===== src/rtl/rv_ctrl_pkg.sv =====
// Shared control encodings for the RV32I multicycle core: FSM states,
// immediate/ALU/writeback selects, instruction classes and base opcodes.
package rv_ctrl_pkg;

  typedef enum logic [2:0] {
    ST_RESET  = 3'd0,
    ST_FETCH  = 3'd1,
    ST_DECODE = 3'd2,
    ST_EXEC   = 3'd3,
    ST_MEM    = 3'd4,
    ST_WB     = 3'd5,
    ST_TRAP   = 3'd6
  } state_e;

  typedef enum logic [2:0] {
    IMM_NONE  = 3'd0,
    IMM_I     = 3'd1,
    IMM_SHAMT = 3'd2,
    IMM_S     = 3'd3,
    IMM_B     = 3'd4,
    IMM_U     = 3'd5,
    IMM_J     = 3'd6
  } imm_sel_e;

  typedef enum logic [3:0] {
    ALU_ADD    = 4'd0,
    ALU_SUB    = 4'd1,
    ALU_SLL    = 4'd2,
    ALU_SLT    = 4'd3,
    ALU_SLTU   = 4'd4,
    ALU_XOR    = 4'd5,
    ALU_SRL    = 4'd6,
    ALU_SRA    = 4'd7,
    ALU_OR     = 4'd8,
    ALU_AND    = 4'd9,
    ALU_PASS_B = 4'd10
  } alu_op_e;

  typedef enum logic [1:0] {
    WB_ALU = 2'd0,
    WB_MEM = 2'd1,
    WB_PC4 = 2'd2
  } wb_sel_e;

  // Instruction class produced by the decoder and consumed by the FSM.
  typedef enum logic [3:0] {
    CLS_OP     = 4'd0,
    CLS_OP_IMM = 4'd1,
    CLS_LOAD   = 4'd2,
    CLS_STORE  = 4'd3,
    CLS_BRANCH = 4'd4,
    CLS_LUI    = 4'd5,
    CLS_AUIPC  = 4'd6,
    CLS_JAL    = 4'd7,
    CLS_JALR   = 4'd8,
    CLS_ILL    = 4'd9
  } cls_e;

  localparam logic [6:0] OPC_OP     = 7'b0110011;
  localparam logic [6:0] OPC_OP_IMM = 7'b0010011;
  localparam logic [6:0] OPC_LOAD   = 7'b0000011;
  localparam logic [6:0] OPC_STORE  = 7'b0100011;
  localparam logic [6:0] OPC_BRANCH = 7'b1100011;
  localparam logic [6:0] OPC_LUI    = 7'b0110111;
  localparam logic [6:0] OPC_AUIPC  = 7'b0010111;
  localparam logic [6:0] OPC_JAL    = 7'b1101111;
  localparam logic [6:0] OPC_JALR   = 7'b1100111;

  // Next-PC source select.
  localparam logic [1:0] PC_PLUS4 = 2'd0;
  localparam logic [1:0] PC_IMM   = 2'd1;
  localparam logic [1:0] PC_ALU   = 2'd2;

  // funct3 -> ALU operation for OP / OP-IMM. 'sub' and 'sra' carry the
  // inst[30] qualifier; the caller decides whether SUB is permitted.
  function automatic logic [3:0] f3_alu_op(input logic [2:0] f3,
                                           input logic sub,
                                           input logic sra);
    logic [3:0] op;
    case (f3)
      3'b000:  op = sub ? ALU_SUB : ALU_ADD;
      3'b001:  op = ALU_SLL;
      3'b010:  op = ALU_SLT;
      3'b011:  op = ALU_SLTU;
      3'b100:  op = ALU_XOR;
      3'b101:  op = sra ? ALU_SRA : ALU_SRL;
      3'b110:  op = ALU_OR;
      default: op = ALU_AND;
    endcase
    return op;
  endfunction

endpackage


===== src/rtl/multicycle_ctrl_decode.sv =====
// Combinational instruction decoder: classifies the IR contents and
// produces the immediate and ALU selects used during EXEC.
module ctrl_decode
  import rv_ctrl_pkg::*;
(
  input  logic [31:0] inst,
  output logic [3:0]  cls,
  output logic [2:0]  imm_sel,
  output logic        alu_a_sel,
  output logic        alu_b_sel,
  output logic [3:0]  alu_op,
  output logic        illegal_op
);

  logic [6:0] opcode;
  logic [2:0] funct3;
  logic [6:0] funct7;
  logic       is_shift;
  logic       unused_inst;

  assign opcode   = inst[6:0];
  assign funct3   = inst[14:12];
  assign funct7   = inst[31:25];
  assign is_shift = (funct3 == 3'b001) || (funct3 == 3'b101);
  // Register and rd fields belong to the datapath, not to control.
  assign unused_inst = ^{inst[24:15], inst[11:7]};

  // Opcode-driven classification and EXEC-phase selects.
  always_comb begin
    cls        = CLS_ILL;
    imm_sel    = IMM_NONE;
    alu_a_sel  = 1'b0;
    alu_b_sel  = 1'b0;
    alu_op     = ALU_ADD;
    illegal_op = 1'b0;
    case (opcode)
      OPC_OP: begin
        cls        = CLS_OP;
        imm_sel    = is_shift ? IMM_SHAMT : IMM_NONE;
        alu_op     = f3_alu_op(funct3, inst[30], inst[30]);
        illegal_op = !((funct7 == 7'h00) || (funct7 == 7'h20));
      end
      OPC_OP_IMM: begin
        cls       = CLS_OP_IMM;
        imm_sel   = is_shift ? IMM_SHAMT : IMM_I;
        alu_b_sel = 1'b1;
        alu_op    = f3_alu_op(funct3, 1'b0, inst[30]);
      end
      OPC_LOAD: begin
        cls       = CLS_LOAD;
        imm_sel   = IMM_I;
        alu_b_sel = 1'b1;
      end
      OPC_STORE: begin
        cls       = CLS_STORE;
        imm_sel   = IMM_S;
        alu_b_sel = 1'b1;
      end
      OPC_BRANCH: begin
        cls     = CLS_BRANCH;
        imm_sel = IMM_B;
      end
      OPC_LUI: begin
        cls       = CLS_LUI;
        imm_sel   = IMM_U;
        alu_b_sel = 1'b1;
        alu_op    = ALU_PASS_B;
      end
      OPC_AUIPC: begin
        cls       = CLS_AUIPC;
        imm_sel   = IMM_U;
        alu_a_sel = 1'b1;
        alu_b_sel = 1'b1;
      end
      OPC_JAL: begin
        cls     = CLS_JAL;
        imm_sel = IMM_J;
      end
      OPC_JALR: begin
        cls       = CLS_JALR;
        imm_sel   = IMM_I;
        alu_b_sel = 1'b1;
      end
      default: illegal_op = 1'b1;
    endcase
  end

endmodule


===== src/rtl/multicycle_ctrl.sv =====
// Multicycle control FSM for the RV32I core: RESET -> FETCH -> DECODE ->
// EXEC -> (MEM) -> (WB) -> FETCH, with TRAP on an undecodable instruction.
//
// Memory handshake: a request (imem_req / dmem_req) is held high, with a
// stable dmem_we, until the matching ready is seen in the same cycle; that
// cycle completes the access. Ready while no request is up is ignored, and
// a request is never withdrawn except by reset, which the bus must treat
// as discarding the outstanding access.
module multicycle_ctrl
  import rv_ctrl_pkg::*;
#(
  parameter logic RESET_PC_WE = 1'b0
) (
  input  logic        clk,
  input  logic        rst_n,
  input  logic [31:0] inst,
  input  logic        imem_ready,
  input  logic        dmem_ready,
  input  logic        branch_taken,
  output logic        imem_req,
  output logic        dmem_req,
  output logic        dmem_we,
  output logic        ir_we,
  output logic        pc_we,
  output logic        rf_we,
  output logic [1:0]  pc_sel,
  output logic [2:0]  imm_sel,
  output logic        alu_a_sel,
  output logic        alu_b_sel,
  output logic [3:0]  alu_op,
  output logic [1:0]  wb_sel,
  output logic        illegal,
  output logic [2:0]  state_o
);

  localparam logic [2:0] S_RESET  = ST_RESET;
  localparam logic [2:0] S_FETCH  = ST_FETCH;
  localparam logic [2:0] S_DECODE = ST_DECODE;
  localparam logic [2:0] S_EXEC   = ST_EXEC;
  localparam logic [2:0] S_MEM    = ST_MEM;
  localparam logic [2:0] S_WB     = ST_WB;
  localparam logic [2:0] S_TRAP   = ST_TRAP;

  logic [2:0] state;
  logic [2:0] state_nxt;

  logic [3:0] dec_cls;
  logic [2:0] dec_imm_sel;
  logic       dec_a_sel;
  logic       dec_b_sel;
  logic [3:0] dec_alu_op;
  logic       dec_illegal;

  ctrl_decode u_decode (
    .inst       (inst),
    .cls        (dec_cls),
    .imm_sel    (dec_imm_sel),
    .alu_a_sel  (dec_a_sel),
    .alu_b_sel  (dec_b_sel),
    .alu_op     (dec_alu_op),
    .illegal_op (dec_illegal)
  );

  logic is_load;
  logic is_store;
  logic is_mem;

  assign is_load  = (dec_cls == CLS_LOAD);
  assign is_store = (dec_cls == CLS_STORE);
  assign is_mem   = is_load || is_store;

  // State register: the only storage in the controller.
  always_ff @(posedge clk or negedge rst_n) begin
    if (!rst_n) state <= S_RESET;
    else        state <= state_nxt;
  end

  // Next-state selection.
  always_comb begin
    state_nxt = state;
    case (state)
      S_RESET:  state_nxt = S_FETCH;
      S_FETCH:  if (imem_ready) state_nxt = S_DECODE;
      S_DECODE: state_nxt = dec_illegal ? S_TRAP : S_EXEC;
      S_EXEC: begin
        if (dec_cls == CLS_BRANCH) state_nxt = S_FETCH;
        else if (is_mem)           state_nxt = S_MEM;
        else                       state_nxt = S_WB;
      end
      S_MEM:    if (dmem_ready) state_nxt = is_store ? S_FETCH : S_WB;
      S_WB:     state_nxt = S_FETCH;
      S_TRAP:   state_nxt = S_TRAP;
      default:  state_nxt = S_RESET;
    endcase
  end

  // Control outputs, decoded from the current state and the IR.
  always_comb begin
    imem_req  = 1'b0;
    dmem_req  = 1'b0;
    dmem_we   = 1'b0;
    ir_we     = 1'b0;
    pc_we     = 1'b0;
    rf_we     = 1'b0;
    pc_sel    = PC_PLUS4;
    imm_sel   = IMM_NONE;
    alu_a_sel = 1'b0;
    alu_b_sel = 1'b0;
    alu_op    = ALU_ADD;
    wb_sel    = WB_ALU;
    illegal   = 1'b0;
    case (state)
      S_RESET: pc_we = RESET_PC_WE;
      S_FETCH: begin
        imem_req = 1'b1;
        ir_we    = imem_ready;
      end
      S_EXEC: begin
        imm_sel   = dec_imm_sel;
        alu_a_sel = dec_a_sel;
        alu_b_sel = dec_b_sel;
        alu_op    = dec_alu_op;
        if (dec_cls == CLS_BRANCH) begin
          pc_we  = 1'b1;
          pc_sel = branch_taken ? PC_IMM : PC_PLUS4;
        end
      end
      S_MEM: begin
        dmem_req = 1'b1;
        dmem_we  = is_store;
        // A store retires here, so the PC advances in the completing cycle.
        pc_we    = is_store && dmem_ready;
      end
      S_WB: begin
        rf_we = 1'b1;
        pc_we = 1'b1;
        if (is_load)                                          wb_sel = WB_MEM;
        else if ((dec_cls == CLS_JAL) || (dec_cls == CLS_JALR)) wb_sel = WB_PC4;
        if (dec_cls == CLS_JAL)       pc_sel = PC_IMM;
        else if (dec_cls == CLS_JALR) pc_sel = PC_ALU;
      end
      S_TRAP:  illegal = 1'b1;
      default: ;
    endcase
  end

  assign state_o = state;

endmodule


===== config.mk =====
export PLATFORM = sky130hd
export DESIGN_NAME = multicycle_ctrl
export DESIGN_NICKNAME = d
export VERILOG_FILES = /design/src/rtl/rv_ctrl_pkg.sv /design/src/rtl/multicycle_ctrl_decode.sv /design/src/rtl/multicycle_ctrl.sv
export SDC_FILE = /design/constraint.sdc
export NUM_CORES = 1
export LEC_CHECK = 0
export BUFFER_PORTS_ARGS = -buffer_cell sky130_fd_sc_hd__buf_2
export CORE_MARGIN = 4
export CORE_UTILIZATION = 39
export CTS_CLUSTER_SIZE = 16
export DETAILED_ROUTE_END_ITERATION = 16
export PLACE_DENSITY = 0.86
export REMOVE_ABC_BUFFERS = 1
export SLEW_MARGIN = 20
export SYNTH_ARGS = -nofsm -noshare
export SYNTH_HDL_FRONTEND = slang
export SYNTH_SLANG_ARGS = --single-unit
export TNS_END_PERCENT = 1

===== constraint.sdc =====
create_clock -name clk -period 3.41 [get_ports clk]
set_input_delay 0.341 -clock clk [delete_from_list [all_inputs] [get_ports clk]]
set_output_delay 0.341 -clock clk [all_outputs]
set_load 0.05 [all_outputs]

==> metrics.txt, run 1 <==
P per Cell Area=160 nW/um^2; Place WS=between 0.9 and 1 ns; Leak=0.000469 uW; I/O Pins=60; mapped cell area=roughly 650 um^2; first-pass GRT wire length=3430 um; initial antenna violation count=0; crit path time final=2.45 ns; vias in the first global route=807; DRC Markers=0; Power Total=145 uW; RSZ-0062 raised after global routing=no; dpl hpwl=1630 um; post-route ant nets=0; largest net degree at the start of global routing=25; Setup Buffers After CTS=0; critical path endpoint category=output port; P&R area growth vs syn=38.2%; Yosys reg bits=3; via count=905; CTS sink cnt=3; clk_lat worst skew=0.23 ns; fin crit share=between 70% and 80%; Root Buffer=clkbuf_4; dpl cells=154; routed wire length=2030 um; Synth cell types=39; deepest clock path buffer count=2; fraction of layout cells with a size suffix above 1=37.1%; number of buffers created by CTS=3; setup TNS=0 ns; mean number of vias per cell=5.69; worst min path class=in2reg; Die Span Y=49.0 um; cells after synthesis=99; Reg2Reg Depth=4; FP Rows=14; crit start category=register; signal arrival time at the worst endpoint=roughly 2.1 ns; WHS Path Cells=3; CORE AREA=approximately 1500 um^2; Ys Warns=0; Final Hold Fails=0; wire per inst=12.8 um; TritonCTS clock tree=done; filler instances=150; RD Place Congestion=0.817; Fmax achieved=408 MHz; max-slew violation count=0; Final setup viols=0; Max Cap Viol=0; crit path max fanout=9; max reg flops=3; clock skew=0.00271 ns; # diodes=0; Layout Nets=181; Final WS setup=roughly 0.96 ns; Syn Area/Cell=6.61 um^2; DIE WIDTH=49.0 um; status=complete, no violations; die area=between 2000 and 2500 um^2; drt initial violations=27; Core Util, Final=between 50 and 60%; fin cells=approximately 160; CTS HTree Levels=1; Critical Path RT=3.07 ns; post-synthesis sequential area ratio=11.5%; DR pass1 iterations=4; Initial Utilization=42.5%; Peak VDD IR=0.211 mV; Setup CP Type=reg2out; gr ovfl total=0; Buffers on Ports=44; gr usage total=between 10% and 20%; Clock transition at path regs=0.03 ns; Worst slew margin=60.8%; Worst-Margin Slew=0.573 ns
-- synth_stat cells (all sizes together) --
| cell | count | area (um^2) |
|---|---|---|
| a2111oi | 1 | 8.76 |
| o21ba | 1 | 10.0 |
| nor3b | 2 | 15.0 |
| o32a | 1 | 10.0 |
| o31ai | 2 | 15.0 |
| buf | 3 | 18.8 |
| nand3 | 3 | 15.0 |
| a32oi | 1 | 8.76 |
| and3b | 1 | 8.76 |
| o31a | 1 | 8.76 |
| nor4 | 4 | 31.3 |
| xnor2 | 1 | 8.76 |
| nand2b | 5 | 31.3 |
| o21a | 1 | 7.51 |
| or2 | 1 | 6.26 |
| o211ai | 1 | 7.51 |
| inv | 9 | 33.8 |
| or3b | 1 | 8.76 |
| o41ai | 2 | 17.5 |
| clkbuf | 2 | 7.51 |
| or4 | 1 | 11.3 |
| o221a | 1 | 11.3 |
| a21oi | 6 | 30.0 |
| nand3b | 4 | 30.0 |
| nor2 | 10 | 37.5 |
| nor4b | 2 | 17.5 |
| o21ai | 2 | 10.0 |
| a211oi | 2 | 15.0 |
| nor3 | 3 | 15.0 |
| nand4bb | 1 | 11.3 |
| a41o | 1 | 10.0 |
| a311o | 1 | 10.0 |
| mux2 | 1 | 11.3 |
| nand2 | 13 | 48.8 |
| dfrtp | 3 | 75.1 |
| or3 | 1 | 6.26 |
| nor2b | 4 | 25.0 |
-- area by class of cell --
class | count | area [um^2] | area share (%)
flip-flops and latches | 3 | 75.1 | 8.30
well taps | 16 | 20.0 | 2.21
repair buffers | 45 | 230 | 25.4
clock buffers | 4 | 26.3 | 2.90
multi-input cells | 82 | 519 | 57.4
inverters | 9 | 33.8 | 3.73
-- critical path: stages (launching register included) --
cell and delay (ns):
dfrtp_1 0.47, nand2_1 0.10, or4_4 0.46, or2_1 0.30, nor4_2 0.24, buf_2 0.29
-- layout by cell type, fill, tap and decap left out, types with 2 or more instances in the layout --
cell / instances
a211oi_1: 2
a21oi_1: 6
buf_2: 44
clkbuf_4: 3
dfrtp_1: 3
inv_1: 9
nand2_1: 13
nand2b_1: 5
nand3_1: 3
nand3b_1: 4
nor2_1: 10
nor2b_1: 4
nor3_1: 3
nor3b_1: 2
nor4_1: 3
nor4b_1: 2
o21ai_0: 2
o31ai_1: 2
o41ai_1: 2
-- report_power, final --
part / switching [uW] / leakage [uW] / internal [uW]
Combinational: 27.5 / 0.000423 / 21.1
Sequential: 0 / 0.0000315 / 35.8
Clock: 16.8 / 0.0000150 / 43.7
Total: 44.3 / 0.000469 / 101
-- path summary, 6_finish.rpt --
path	endpoint	slack, ns	from
worst max-delay path	alu_op[0]	0.96	state_o[1]
worst min-delay path	state_o[1]	0.37	imem_ready
worst max register to register	state_o[0]	2.11	state_o[1]
worst min register to register	state_o[1]	0.69	state_o[1]
max in group asynchronous	state_o[1]	2.87	rst_n
min in group asynchronous	state_o[2]	0.44	rst_n
-- metal layers --
metal / wire (um) / global-route usage (%) / vias up
met3: 117 / 3.67 / 0
met2: 1070 / 29.3 / 31
met1: 847 / 20.3 / 418
met4: 0 / 4.93 / 0
met5: 0 / 0 / -
li1: - / - / 456
-- repair_timing --
action / 4_1_cts / 5_1_grt
endpoints found under the setup margin: 0 / 0
hold endpoints to repair: 3 / 0
gates resized for setup: 0 / 0
hold buffers: 1 / 0
-- metrics by stage --
step	hold WS, ns	instance area [um^2]
after floorplan	0.0454	628
after global placement	0.136	868
after detailed placement	0.139	868
after CTS	0.363	905
after global routing	0.409	905
final	0.366	905
-- cell families after synthesis --
kind of cell           after synthesis  synth area share (%)
multiplexers                         1                  1.72
AND/OR/NAND/NOR                     56                  48.8
buffers and inverters               14                  9.18
flip-flops                           3                  11.5
AO/OA/AOI/OAI                       24                  27.5
XOR/XNOR                             1                  1.34
Note: power is estimated with default switching activity, not from simulation.
==> inputs of run 2 (changes only) <==
--- a/config.mk
+++ b/config.mk
@@ -7,10 +7,10 @@
 export LEC_CHECK = 0
 export BUFFER_PORTS_ARGS = -buffer_cell sky130_fd_sc_hd__buf_2
 export CORE_MARGIN = 4
-export CORE_UTILIZATION = 39
+export CORE_UTILIZATION = 36
 export CTS_CLUSTER_SIZE = 16
 export DETAILED_ROUTE_END_ITERATION = 16
-export PLACE_DENSITY = 0.86
+export PLACE_DENSITY = 0.8
 export REMOVE_ABC_BUFFERS = 1
 export SLEW_MARGIN = 20
 export SYNTH_ARGS = -nofsm -noshare
==> constraint.sdc (replaced) <==
create_clock -name clk -period 2.35 [get_ports clk]
set_input_delay 0.235 -clock clk [delete_from_list [all_inputs] [get_ports clk]]
set_output_delay 0.235 -clock clk [all_outputs]
set_load 0.05 [all_outputs]
==> run 2 against run 1 <==
Sequential cell count unchanged; worst setup slack got worse by 0.86 ns; non-clock buffer count increased by 2; clock power increased by 48%; core utilization decreased by 4.3 points; wire length decreased by 0.15%; final area increased by 3.9%; worst hold slack got worse by 0.11 ns; die area increased by 7.0%; critical path type unchanged; largest cell class unchanged.
==> metrics.txt, run 2 (synthesis gave the netlist of run 1 again) <==
P per Cell Area=228 nW/um^2 (+42%); via count=889 (-1.8%); filler instances=189 (+26%); Clock power frac=41.9% (+0.2 points); GR Layer Usage met2=32.0% (+2.6 points); P&R area growth vs syn=43.6%; register share of total power=24.2% (-0.5 points); gr ovfl total=0 (unchanged); WP depth=4 (-1); mean number of vias per cell=5.23 (-8.1%); largest net degree at the start of global routing=19 (-24%); Reg2Reg Launch Point=state_o[1]; CORE AREA=1730 um^2 (+12%); crit start category=register; CP peak stage delay=0.57 ns (+0.10 ns); wire per inst=11.9 um (-6.6%); CTS HTree Levels=1 (unchanged); Worst-Margin Slew=0.432 ns (-0.141 ns); clock skew=0.00353 ns (+0.000823 ns); DIE WIDTH=50.6 um (+3.4%); dpl cells=165 (+7.1%); die area=2560 um^2 (+7.0%); DR pass1 iterations=4 (unchanged); WHS Path Cells=3 (unchanged); Worst Hold End=state_o[1]; initial antenna violation count=0 (unchanged); # diodes=0 (unchanged); signal arrival time at the worst endpoint=2.01 ns (-0.10 ns); first-pass GRT wire length=3380 um (-1.4%); drt initial violations=6 (-78%); TritonCTS clock tree=done; FF-to-FF End=state_o[0]; Worst slew margin=70.9% (+10 points); Post-Place Cell Area=895 um^2 (+3.0%); crit path time final=2.25 ns; max-slew violation count=0 (unchanged); Die Span Y=50.6 um (+3.4%); fin crit share=between 90% and 100%; Leak=0.000478 uW (+1.9%); Setup CP Type=reg2out; Reg2Reg Depth=4 (unchanged); max reg flops=3 (unchanged); grt met1 use=16.5% (-3.8 points); Final setup viols=0 (unchanged); routed wire length=2030 um (-0.15%); commonest non-fill, non-tap cell in the layout=buf_2; post-route ant nets=0 (unchanged); Psw=66.2 uW (+49%); Power Total=214 uW (+48%); fin cells=170 (+6.9%); fraction of layout cells with a size suffix above 1=40.7% (+3.6 points); deepest clock path buffer count=2 (unchanged); vias in the first global route=859 (+6.4%); Layout Nets=183 (+1.1%); clk_lat worst skew=0.23 ns (about the same); Comb pwr share=33.9% (+0.3 points); worst min path class=in2reg; dpl hpwl=1660 um (+1.9%); Core Util, Final=54.4% (-4.3 points); Clock transition at path regs=0.04 ns (about the same); critical path endpoint category=output port; R2R setup slack=1.08 ns (-1.03 ns); most frequent cells in the layout=buf_2, nand2_1, nor2_1, inv_1, a21oi_1; Initial Utilization=37.9% (-4.6 points); critical path's slowest cell=or4_4; worst path cell trace=or4_4 > or2_4 > nor3_1 > buf_2; Fmax achieved=444 MHz; P_int=148 uW (+47%); CTS sink cnt=3 (unchanged); DRC Markers=0 (unchanged); I/O Pins=60 (unchanged); Peak VDD IR=0.212 mV (+0.73%); Max Cap Viol=0 (unchanged); post-route cell area=940 um^2 (+3.9%); Root Buffer=clkbuf_4; status=complete, no violations; Buffers on Ports=44 (unchanged); min-delay src=imem_ready; gr usage total=16.7% (-0.095 points); Final Hold Fails=0 (unchanged); number of buffers created by CTS=3 (unchanged); RSZ-0062 raised after global routing=no; Critical Path RT=2.12 ns (-0.95 ns); crit path max fanout=8 (-1); FP Rows=15 (+1); GR peak layer=met2; RD Place Congestion=0.763 (-6.7%); Worst Path Buf+Inv=1 (unchanged); M3 GR Usage=2.67% (-1.0 points); Worst path top cell family by delay=simple AND/OR/NAND/NOR gates; switching share of power=30.9% (+0.30 points)
run 2: cell types whose count changed in the layout (fill, tap and decap cells not counted), sizes merged:
cell / previous run / this run
buf: 44 / 46
run 2: cell type report:
cell class	instances	area (um^2)	area share (%)
multi-input cells	82	522	55.5
clock buffers	4	26.3	2.80
well taps	25	31.3	3.33
inverters	9	33.8	3.60
repair buffers	47	248	26.4
flip-flops and latches	3	78.8	8.39
run 2: what timing repair did:
item	4_1_cts	5_1_grt
endpoints found under the hold margin	3	0
pin swaps	0	0
resized for setup	1	4
endpoints found under the setup margin	1	4
buffers inserted	0	0
hold buffers	1	0
run 2: worst max path at each step:
| stage | startpoint | to | slack (ns) |
|---|---|---|---|
| floorplan | state_o[2] | pc_we | -1.29 |
| global route | state_o[1] | pc_we | 0.004 |
| finish | state_o[2] | alu_op[2] | 0.10 |
| CTS | state_o[2] | alu_op[0] | 0.04 |
| detailed placement | state_o[2] | alu_op[0] | 0.24 |
| global placement | state_o[2] | alu_op[0] | 0.27 |
run 2: per-stage QoR:
| step | setup WS, ns | setup TNS, ns | hold slack, ns |
|---|---|---|---|
| floorplan | -1.29 | -5.78 | -0.0606 |
| global placement | 0.274 | 0 | 0.0303 |
| detailed placement | 0.244 | 0 | 0.0311 |
| CTS | 0.0400 | 0 | 0.246 |
| global route | 0.00355 | 0 | 0.284 |
| finish | 0.100 | 0 | 0.252 |
run 2: power groups by stage:
| stage | Sequential, uW | Combinational, uW | Clock (uW) |
|---|---|---|---|
| final | 51.9 | 72.8 | 89.8 |
| after global routing | 51.8 | 82.3 | 98.8 |
| after CTS | 51.9 | 72.6 | 94.4 |
| after detailed placement | 52.6 | 71.2 | 0 |
| after global placement | 52.6 | 68.1 | 0 |
| after floorplan | 52.6 | 29.8 | 0 |
run 2: routing by layer:
layer | up-vias | part of all wire (%)
met4 | 0 | 0.44
met2 | 31 | 53
li1 | 456 | -
met1 | 400 | 39
met3 | 2 | 7.8
met5 | - | 0
run 2: worst min-delay path: cells and delay by family:
| family | cells | cell delay (ns) |
|---|---|---|
| and+or+nand+nor | 2 | 0.14 |
| buffers and inverters | 1 | 0.07 |
